$ cat config.mk
export PLATFORM = sky130hd
export DESIGN_NAME = systolic_skew_sched
export DESIGN_NICKNAME = d
export VERILOG_FILES = /design/src/rtl/systolic_skew_sched.sv
export SDC_FILE = /design/constraint.sdc
export NUM_CORES = 1
export LEC_CHECK = 0
export CAP_MARGIN = 20
export CORE_ASPECT_RATIO = 0.8
export CORE_MARGIN = 2
export CORE_UTILIZATION = 52
export CTS_CLUSTER_DIAMETER = 120
export CTS_CLUSTER_SIZE = 28
export DETAILED_ROUTE_END_ITERATION = 16
export GPL_TIMING_DRIVEN = 0
export HOLD_SLACK_MARGIN = 0.08
export PLACE_DENSITY = 0.8
export RECOVER_POWER = 25
export SETUP_SLACK_MARGIN = 0.4
export SYNTH_ARGS = -nofsm -noshare
export SYNTH_HDL_FRONTEND = slang
export SYNTH_SLANG_ARGS = --single-unit
$ cat constraint.sdc
create_clock -name clk -period 2.41 [get_ports clk]
set_input_delay 0.482 -clock clk [delete_from_list [all_inputs] [get_ports clk]]
set_output_delay 0.482 -clock clk [all_outputs]
set_load 0.005 [all_outputs]
$ cat src/rtl/systolic_skew_sched.sv
`default_nettype none
// ============================================================================
// Module   : systolic_skew_sched
// Purpose  : Skews one tile of row-vector beats onto the array west edge.
//            SKEW_SCHED_ZERO_BUBBLE_EN forces zero data into bubble stages.
// Revision : 1.0 - initial release
// ============================================================================
module systolic_skew_sched #(
  parameter int WIDTH = 32,
  parameter int ROWS  = 4,
  parameter int LEN_W = 8
) (
  input  logic                  clk,
  input  logic                  reset,
  input  logic                  start,
  input  logic [LEN_W-1:0]      len,
  output logic                  busy,
  output logic                  done,
  input  logic                  in_valid,
  output logic                  in_ready,
  input  logic [ROWS*WIDTH-1:0] in_data,
  input  logic                  stall,
  output logic [ROWS*WIDTH-1:0] out_data,
  output logic [ROWS-1:0]       out_valid
);

  localparam int                 c_CNT_W      = (ROWS > 1) ? $clog2(ROWS) : 1;
  localparam logic [c_CNT_W-1:0] c_DRAIN_LAST = c_CNT_W'((ROWS > 1) ? ROWS - 2 : 0);

  localparam logic [1:0] c_IDLE  = 2'd0;
  localparam logic [1:0] c_FILL  = 2'd1;
  localparam logic [1:0] c_DRAIN = 2'd2;
  localparam logic [1:0] c_DONE  = 2'd3;

  logic [1:0]         r_state;
  logic [LEN_W-1:0]   r_len;
  logic [LEN_W-1:0]   r_beat_cnt;
  logic [c_CNT_W-1:0] r_drain_cnt;

  logic               w_adv;
  logic               w_accept;
  logic [LEN_W-1:0]   w_beat_next;

  assign w_adv       = ~stall;
  // Ready is a pure function of state and stall so upstream never sees a loop.
  assign in_ready    = (r_state == c_FILL) & ~stall;
  assign w_accept    = in_valid & in_ready;
  assign w_beat_next = r_beat_cnt + 1'b1;
  assign busy        = (r_state != c_IDLE);
  assign done        = (r_state == c_DONE);

  always_ff @(posedge clk or negedge reset) begin
    if (!reset) begin
      r_state     <= c_IDLE;
      r_len       <= '0;
      r_beat_cnt  <= '0;
      r_drain_cnt <= '0;
    end else if (w_adv) begin
      case (r_state)
        c_IDLE: begin
          if (start && (len != '0)) begin
            r_len      <= len;
            r_beat_cnt <= '0;
            r_state    <= c_FILL;
          end
        end
        c_FILL: begin
          if (w_accept) begin
            r_beat_cnt <= w_beat_next;
            if (w_beat_next == r_len) begin
              r_drain_cnt <= '0;
              r_state     <= (ROWS == 1) ? c_DONE : c_DRAIN;
            end
          end
        end
        c_DRAIN: begin
          // ROWS-1 advances let the last beat reach the bottom row.
          if (r_drain_cnt == c_DRAIN_LAST) begin
            r_state <= c_DONE;
          end else begin
            r_drain_cnt <= r_drain_cnt + 1'b1;
          end
        end
        c_DONE: begin
          r_state <= c_IDLE;
        end
        default: begin
          r_state <= c_IDLE;
        end
      endcase
    end
  end

  for (genvar r = 0; r < ROWS; r++) begin : g_row
    logic [WIDTH-1:0] w_lane;
    logic [WIDTH-1:0] r_data [0:r];
    logic             r_vld  [0:r];

`ifdef SKEW_SCHED_ZERO_BUBBLE_EN
    assign w_lane = w_accept ? in_data[r*WIDTH +: WIDTH] : '0;
`else
    assign w_lane = in_data[r*WIDTH +: WIDTH];
`endif

    always_ff @(posedge clk or negedge reset) begin
      if (!reset) begin
        for (int s = 0; s <= r; s++) begin
          r_data[s] <= '0;
          r_vld[s]  <= 1'b0;
        end
      end else if (w_adv) begin
        r_data[0] <= w_lane;
        r_vld[0]  <= w_accept;
        for (int s = 1; s <= r; s++) begin
          r_data[s] <= r_data[s-1];
          r_vld[s]  <= r_vld[s-1];
        end
      end
    end

    assign out_data[r*WIDTH +: WIDTH] = r_data[r];
    assign out_valid[r]               = r_vld[r];
  end

endmodule
`default_nettype wire
==> flow_metrics.env, run 1 <==
export IMPL_outcome="finished with violations"
export IMPL_violations="capacitance limit, slew limit"
export IMPL_min_period_over_period_pct=89.04
export IMPL_ff2ff_path_depth=8
export IMPL_cts_tree="done"
export IMPL_row_count=53
export IMPL_leakage_nw=7.967
export IMPL_cts_root_buffer="clkbuf_16"
export IMPL_r2r_start="r_state[1]"
export IMPL_synth_area_top_cells="dfrtp_1, mux2_2, buf_4"
export IMPL_synth_common_cells="dfrtp_1, mux2_2, buf_4"
export IMPL_drc=0
export IMPL_tns_ns=0
export IMPL_grt_ovfl_total=0
export IMPL_rsz0062_at_grt="true"
export IMPL_dp_slack_ns=-0.5223
export IMPL_cp_max_fo=4
export IMPL_syn_nets=1062
export IMPL_ff2ff_setup_slack_ns=0.26
export IMPL_end_kind="flop"
export IMPL_ys_types=42
export IMPL_coreArea_um2=26330
export IMPL_fmaxAchievable_mhz=466.0
export IMPL_yosys_most_used_dff="dfrtp_1"
export IMPL_dr_pass1_iters=4
export IMPL_ys_async_sr_fraction_pct=100.0
export IMPL_synth_edff_count=0
export IMPL_yosysWarnings=0
export IMPL_slew_violations=120
export IMPL_crit_end="r_state[1]"
export IMPL_seq_area_um2=8612
export IMPL_cp_required_ns=2.81
export IMPL_htree_levels=1
export IMPL_period_minus_slack_ns=2.146
export IMPL_slowest_stage="dfrtp_1"
export IMPL_first_iter_violations=350
export IMPL_die_x_um=187.0
export IMPL_final_antenna_net_count=0
export IMPL_path_cells="inv_2, ha_4, and3b_2, nand3_2, nor4_4, o311ai_4, a21o_1, mux2_4"
export IMPL_grt_pass1_vias=8329
export IMPL_setup_slack_ns=0.2642
export IMPL_wl_per_cell_um=16.93
export IMPL_clkTransAtPathRegs_ns=0.11
export IMPL_grt_max_degree=126
export IMPL_multiInputGateArea_um2=4516
export IMPL_synth_most_common_cell="dfrtp_1"
export IMPL_synth_top_area_cell="dfrtp_1"
export IMPL_syn_inst=915
export IMPL_final_setup_viol_count=0
export IMPL_crit_buf_inv=1
export IMPL_cts_sinks=344
export IMPL_grt_pass1_wl_um=42770
export IMPL_fillers=1854
export IMPL_start_util_pct=52.89
export IMPL_vias_per_cell=5.038
export IMPL_worstMarginPinSlew_ns=1.679
export IMPL_antenna_found_initial=2
export IMPL_die_y_um=150.4
export IMPL_netlist_area_um2=13920
export IMPL_hold_viol_final=0
export IMPL_synth_seq_area_share_pct=61.82
export IMPL_ys_seq_elements=344
export IMPL_worstReg2RegEnd="r_state[1]"
export IMPL_critical_path_top_delay_family="simple AND/OR/NAND/NOR gates"
export IMPL_hpwl_um=19000
export IMPL_synth_top_area_share_pct=61.82
export IMPL_critPathKind="flop to flop"
export IMPL_peakVddDrop_mv=0.6828
export IMPL_grt_use_total_pct=18.96
export IMPL_maxCapViolCount=1
export IMPL_slew_headroom_pct=-11.95
export IMPL_clkLatencyLatePin_ns=0.50
export IMPL_ios=276
export IMPL_clk_path_buf_depth=3
export IMPL_crit_path_max_incr_delay_ns=0.42
export IMPL_fp_dieArea_um2=28110
export IMPL_gp_congestion=0.8049
export IMPL_min_path_type="input pin to async pin"
export IMPL_numPortBuffers=274
export IMPL_numCtsBuffers=16
export IMPL_detailroute_via_count=8011
export IMPL_worstSetupStartpoint="r_state[1]"
export IMPL_skew_ns=0.02478
export IMPL_worst_setup_path_start_kind="flop"
export IMPL_wl_um=26930
export IMPL_p_per_area_nw_per_um2=780.4
export IMPL_worstPathArrival_ns=2.54
export IMPL_fin_nets=1377
export IMPL_drive_above_1_share_pct=41.19
export IMPL_syn2layout_area_growth_pct=29.36
export IMPL_avgSynthCellArea_um2=15.22
export IMPL_crit_cells=8
sequential cells by signal, indices dropped and copies added, names as in the netlist:
| register | flops |
|---|---|
| g_row.r_data | 224 |
| out_valid | 1 |
| r_state | 2 |
| r_len | 8 |
| r_beat_cnt | 8 |
| g_row.r_vld | 3 |
| r_drain_cnt | 2 |
| out_data | 96 |
logic make-up after synthesis:
group | Yosys count | synth area share [%]
AOI/OAI and AO/OA | 34 | 1.609
xor gates and xnor gates | 11 | 0.6919
adders and majority gates | 6 | 0.5391
buffers and inverters | 146 | 6.568
DFF | 344 | 61.82
muxes | 335 | 27.09
and+or+nand+nor | 39 | 1.680
per-layer routing:
metal	track usage (%)	up-vias	part of all wire (%)
li1	-	3712	-
met1	24.82	4050	43
met2	31.17	222	47
met3	6.690	27	8.6
met4	3.333	0	1.2
met5	0	-	0
report_power, final:
part | internal (mW) | switching (mW) | leakage, nW | total [mW]
Combinational | 2.46 | 1.32 | 3.69 | 3.78
Sequential | 6.71 | 0.524 | 4.05 | 7.24
Clock | 1.30 | 1.74 | 0.220 | 3.04
Total | 10.5 | 3.59 | 7.97 | 14.1
timing repair:
item | 4_1_cts | 5_1_grt
setup endpoints to repair | 50 | 54
gates cloned | 0 | 0
gates resized for setup | 32 | 62
pin swaps | 2 | 9
setup buffers | 6 | 15
hold buffers | 0 | 0
layout by cell type, fill, tap and decap left out, types with 2 or more instances in the layout:
cell type | synthesis | routed
clkdlybuf4s50_1 | 0 | 226
nand3_1 | 8 | 7
o211ai_1 | 2 | 2
mux2i_1 | 3 | 3
nand2_1 | 8 | 7
or3_1 | 2 | 2
a21oi_1 | 4 | 3
ha_4 | 0 | 3
inv_1 | 7 | 5
o21ai_1 | 0 | 2
o21ai_0 | 14 | 11
dlygate4sd2_1 | 0 | 7
or4_1 | 3 | 3
clkbuf_1 | 39 | 35
diode_2 | 0 | 2
a21o_1 | 2 | 2
buf_2 | 2 | 4
nand3b_1 | 2 | 2
dfrtp_2 | 0 | 3
dfrtp_1 | 344 | 341
o31ai_1 | 3 | 3
clkbuf_16 | 0 | 18
ha_1 | 6 | 2
nor2_1 | 6 | 5
clkbuf_2 | 0 | 4
xnor2_2 | 0 | 3
dlymetal6s2s_1 | 0 | 37
buf_16 | 0 | 2
buf_4 | 97 | 117
xnor2_1 | 9 | 6
mux2_2 | 331 | 331
xor2_1 | 2 | 2
buf_6 | 0 | 3
worst reg2reg max path: cells and delay by family (launching register included):
family / cells / cell delay (ns)
simple gates: 3 / 0.62
compound gates: 2 / 0.43
flops: 1 / 0.42
mux: 1 / 0.30
fa+ha+maj: 1 / 0.16
buf+inv: 1 / 0.09
stage by stage:
stage               hold WS [ns]  total power, mW  util, %  cells  area (um2)
global placement          0.4793            10.72    65.15   1546       17150
floorplan                 0.1864            9.190        -    915       13960
finish                    0.4321            14.06    68.42   1590       18010
detailed placement        0.4882            10.86    65.38   1548       17210
CTS                      0.09562            14.02    67.40   1573       17740
global route              0.5205            14.81    68.40   1588       18010
area by class of cell:
| cell class | instances | area share [%] |
|---|---|---|
| Sequential cell | 344 | 47.81 |
| Multi-Input combinational cell | 425 | 25.07 |
| Timing Repair Buffer | 297 | 16.82 |
| Buffer | 139 | 5.133 |
| Tap cell | 357 | 2.480 |
| Clock buffer | 18 | 2.383 |
| Inverter | 7 | 0.1667 |
| Clock inverter | 1 | 0.1111 |
| Antenna cell | 2 | 0.02779 |
worst min path at each step:
stage	start	to	slack [ns]	cells past startpoint
3_5_place_dp	g_row[3].r_data[123]	g_row[3].r_data[91]	0.49	1
3_3_place_gp	g_row[1].r_data[52]	out_data[52]	0.48	1
4_1_cts	reset	g_row[0].r_data[20]	0.1	1
6_report	reset	g_row[0].r_data[20]	0.43	1
5_1_grt	g_row[3].r_data[66]	g_row[3].r_data[34]	0.52	1
2_1_floorplan	reset	g_row[0].r_data[0]	0.19	0
Note: power is estimated with default switching activity, not from simulation.
==> inputs of run 2 (changes only) <==
Settings changed: SKIP_CTS_REPAIR_TIMING set to 1.
==> run 2 against run 1 <==
  * The flow still finishes with violations (capacitance limit, slew limit)
  * Sequential cell count did not move
  * Sequential share of layout area down 0.079 points
  * Register-to-register slack better by 0.03 ns
  * Die area unchanged
  * Count of clock-buffer cells in the layout is the same
  * Worst hold slack worse by 0.019 ns
==> flow_metrics.env, run 2 (synthesis gave the netlist of run 1 again) <==
export IMPL_whs_ns=0.4135
export IMPL_gp_congestion=0.8049
export IMPL_critPathKind="flop to primary output"
export IMPL_regMostFlops="g_row.r_data"
export IMPL_skew_ns=0.02575
export IMPL_end_kind="primary output"
export IMPL_syn2layout_area_growth_pct=29.57
export IMPL_cts_tree="done"
export IMPL_worst_setup_path_start_kind="flop"
export IMPL_drc=0
export IMPL_slowest_stage="dfrtp_1"
export IMPL_worstPathArrival_ns=1.67
export IMPL_hold_viol_final=0
export IMPL_route_met2_wl_um=12510
export IMPL_grt_max_degree=126
export IMPL_first_iter_violations=313
export IMPL_rsz0062_at_grt="true"
export IMPL_tns_ns=0
export IMPL_violations="capacitance limit, slew limit"
export IMPL_mostFrequentLayoutCells="dfrtp_1, mux2_2, clkdlybuf4s50_1"
export IMPL_crit_path_max_incr_delay_ns=0.43
export IMPL_worstMarginPinSlew_ns=1.681
export IMPL_highest_layer="met4"
export IMPL_drive_above_1_share_pct=41.21
export IMPL_coreArea_um2=26330
export IMPL_crit_buf_inv=4
export IMPL_die_y_um=150.4
export IMPL_outcome="finished with violations"
export IMPL_clkTransAtPathRegs_ns=0.11
export IMPL_cp_required_ns=1.93
export IMPL_cts_root_buffer="clkbuf_16"
export IMPL_layout_commonest_cell="dfrtp_1"
export IMPL_maxCapViolCount=1
export IMPL_critical_path_top_delay_family="buffers and inverters"
export IMPL_wl_per_cell_um=16.87
export IMPL_largest_reg_flops=224
export IMPL_m1WireLength_um=11820
export IMPL_fp_dieArea_um2=28110
export IMPL_dr_pass1_iters=4
export IMPL_grt_pass1_wl_um=42480
export IMPL_ios=276
export IMPL_slew_violations=120
export IMPL_numPortBuffers=274
export IMPL_period_minus_slack_ns=2.149
export IMPL_grt_ovfl_total=0
export IMPL_cp_max_fo=6
export IMPL_clkLatencyLatePin_ns=0.50
export IMPL_clk_path_buf_depth=3
export IMPL_antenna_found_initial=2
export IMPL_final_antenna_net_count=0
export IMPL_peakVddDrop_mv=0.6819
export IMPL_leakage_nw=8.039
export IMPL_fin_nets=1381
export IMPL_cts_sinks=344
export IMPL_grt_use_total_pct=18.82
export IMPL_min_period_over_period_pct=89.17
export IMPL_met3WireLength_um=2227
export IMPL_numCtsBuffers=16
export IMPL_grt_pass1_vias=8259
export IMPL_slew_headroom_pct=-12.08
export IMPL_p_per_area_nw_per_um2=781.7
export IMPL_htree_levels=1
export IMPL_die_x_um=187.0
export IMPL_fmaxAchievable_mhz=465.3
export IMPL_row_count=53
export IMPL_min_path_type="input pin to async pin"
export IMPL_wl_um=26880
export IMPL_path_cells="inv_2, ha_4, buf_8, clkinvlp_4, nor2_2, buf_2"
export IMPL_fillers=1847
export IMPL_hpwl_um=19000
export IMPL_detailroute_via_count=8011
export IMPL_start_util_pct=52.89
export IMPL_total_power_mw=14.10
export IMPL_vias_per_cell=5.029
export IMPL_final_setup_viol_count=0
-- run 2: cell count changes in the layout (fill, tap and decap cells not counted), moves of 2 or more --
| cell | previous run | this run |
|---|---|---|
| buf_4 | 117 | 123 |
| dlymetal6s2s_1 | 37 | 44 |
| dlygate4sd2_1 | 7 | 0 |
| buf_2 | 4 | 2 |
-- run 2: through the flow --
stage / setup WS [ns] / util, % / cells / area (um2)
6_report: 0.2610 / 68.53 / 1593 / 18040
3_3_place_gp: -15.18 / 65.15 / 1546 / 17150
3_5_place_dp: -0.5223 / 65.38 / 1548 / 17210
2_1_floorplan: 0.3991 / - / 915 / 13960
4_1_cts: -0.5801 / 67.09 / 1567 / 17660
5_1_grt: 0.1517 / 68.52 / 1592 / 18040
-- run 2: worst paths after layout --
check                                 endpoint  cells past startpoint  slack (ns)                start
max                                   in_ready                      6        0.26           r_state[1]
min                        g_row[0].r_data[20]                      1        0.41                reset
max reg2reg                         r_state[1]                      8        0.29           r_state[1]
min reg2reg                       out_data[49]                      1        0.50  g_row[1].r_data[49]
max in group asynchronous         out_data[51]                      2        0.59                reset
min in group clk                  out_data[49]                      1        0.50  g_row[1].r_data[49]
-- run 2: layer usage --
metal / vias to the layer above / track usage [%]
li1: 3715 / -
met1: 4053 / 24.72
met2: 217 / 30.89
met3: 26 / 6.737
met4: 0 / 3.016
met5: - / 0
-- run 2: power by group --
| group | switching [mW] | internal, mW |
|---|---|---|
| Combinational | 1.31 | 2.50 |
| Sequential | 0.530 | 6.71 |
| Clock | 1.75 | 1.30 |
-- run 2: area by class of cell --
type                       count  area (um2)  share of cell area (%)
antenna                        1       2.502                 0.01387
tap                          357       446.7                   2.476
clock buffer                  18       429.2                   2.379
sequential                   344        8612                   47.73
multi-input combinational    425        4498                   24.93
buffer                       139       914.6                   5.069
inverter                       7       30.03                  0.1664
timing repair buffer         301        3089                   17.12
clock inverter                 1       20.02                  0.1110
-- run 2: worst reg2reg max path: stages, from the launching register on --
cell      delay, ns
dfrtp_1        0.43
inv_2          0.10
ha_4           0.16
and3b_2        0.23
nand3_2        0.08
nor4_4         0.32
o311ai_4       0.19
a21o_1         0.22
mux2_4         0.30
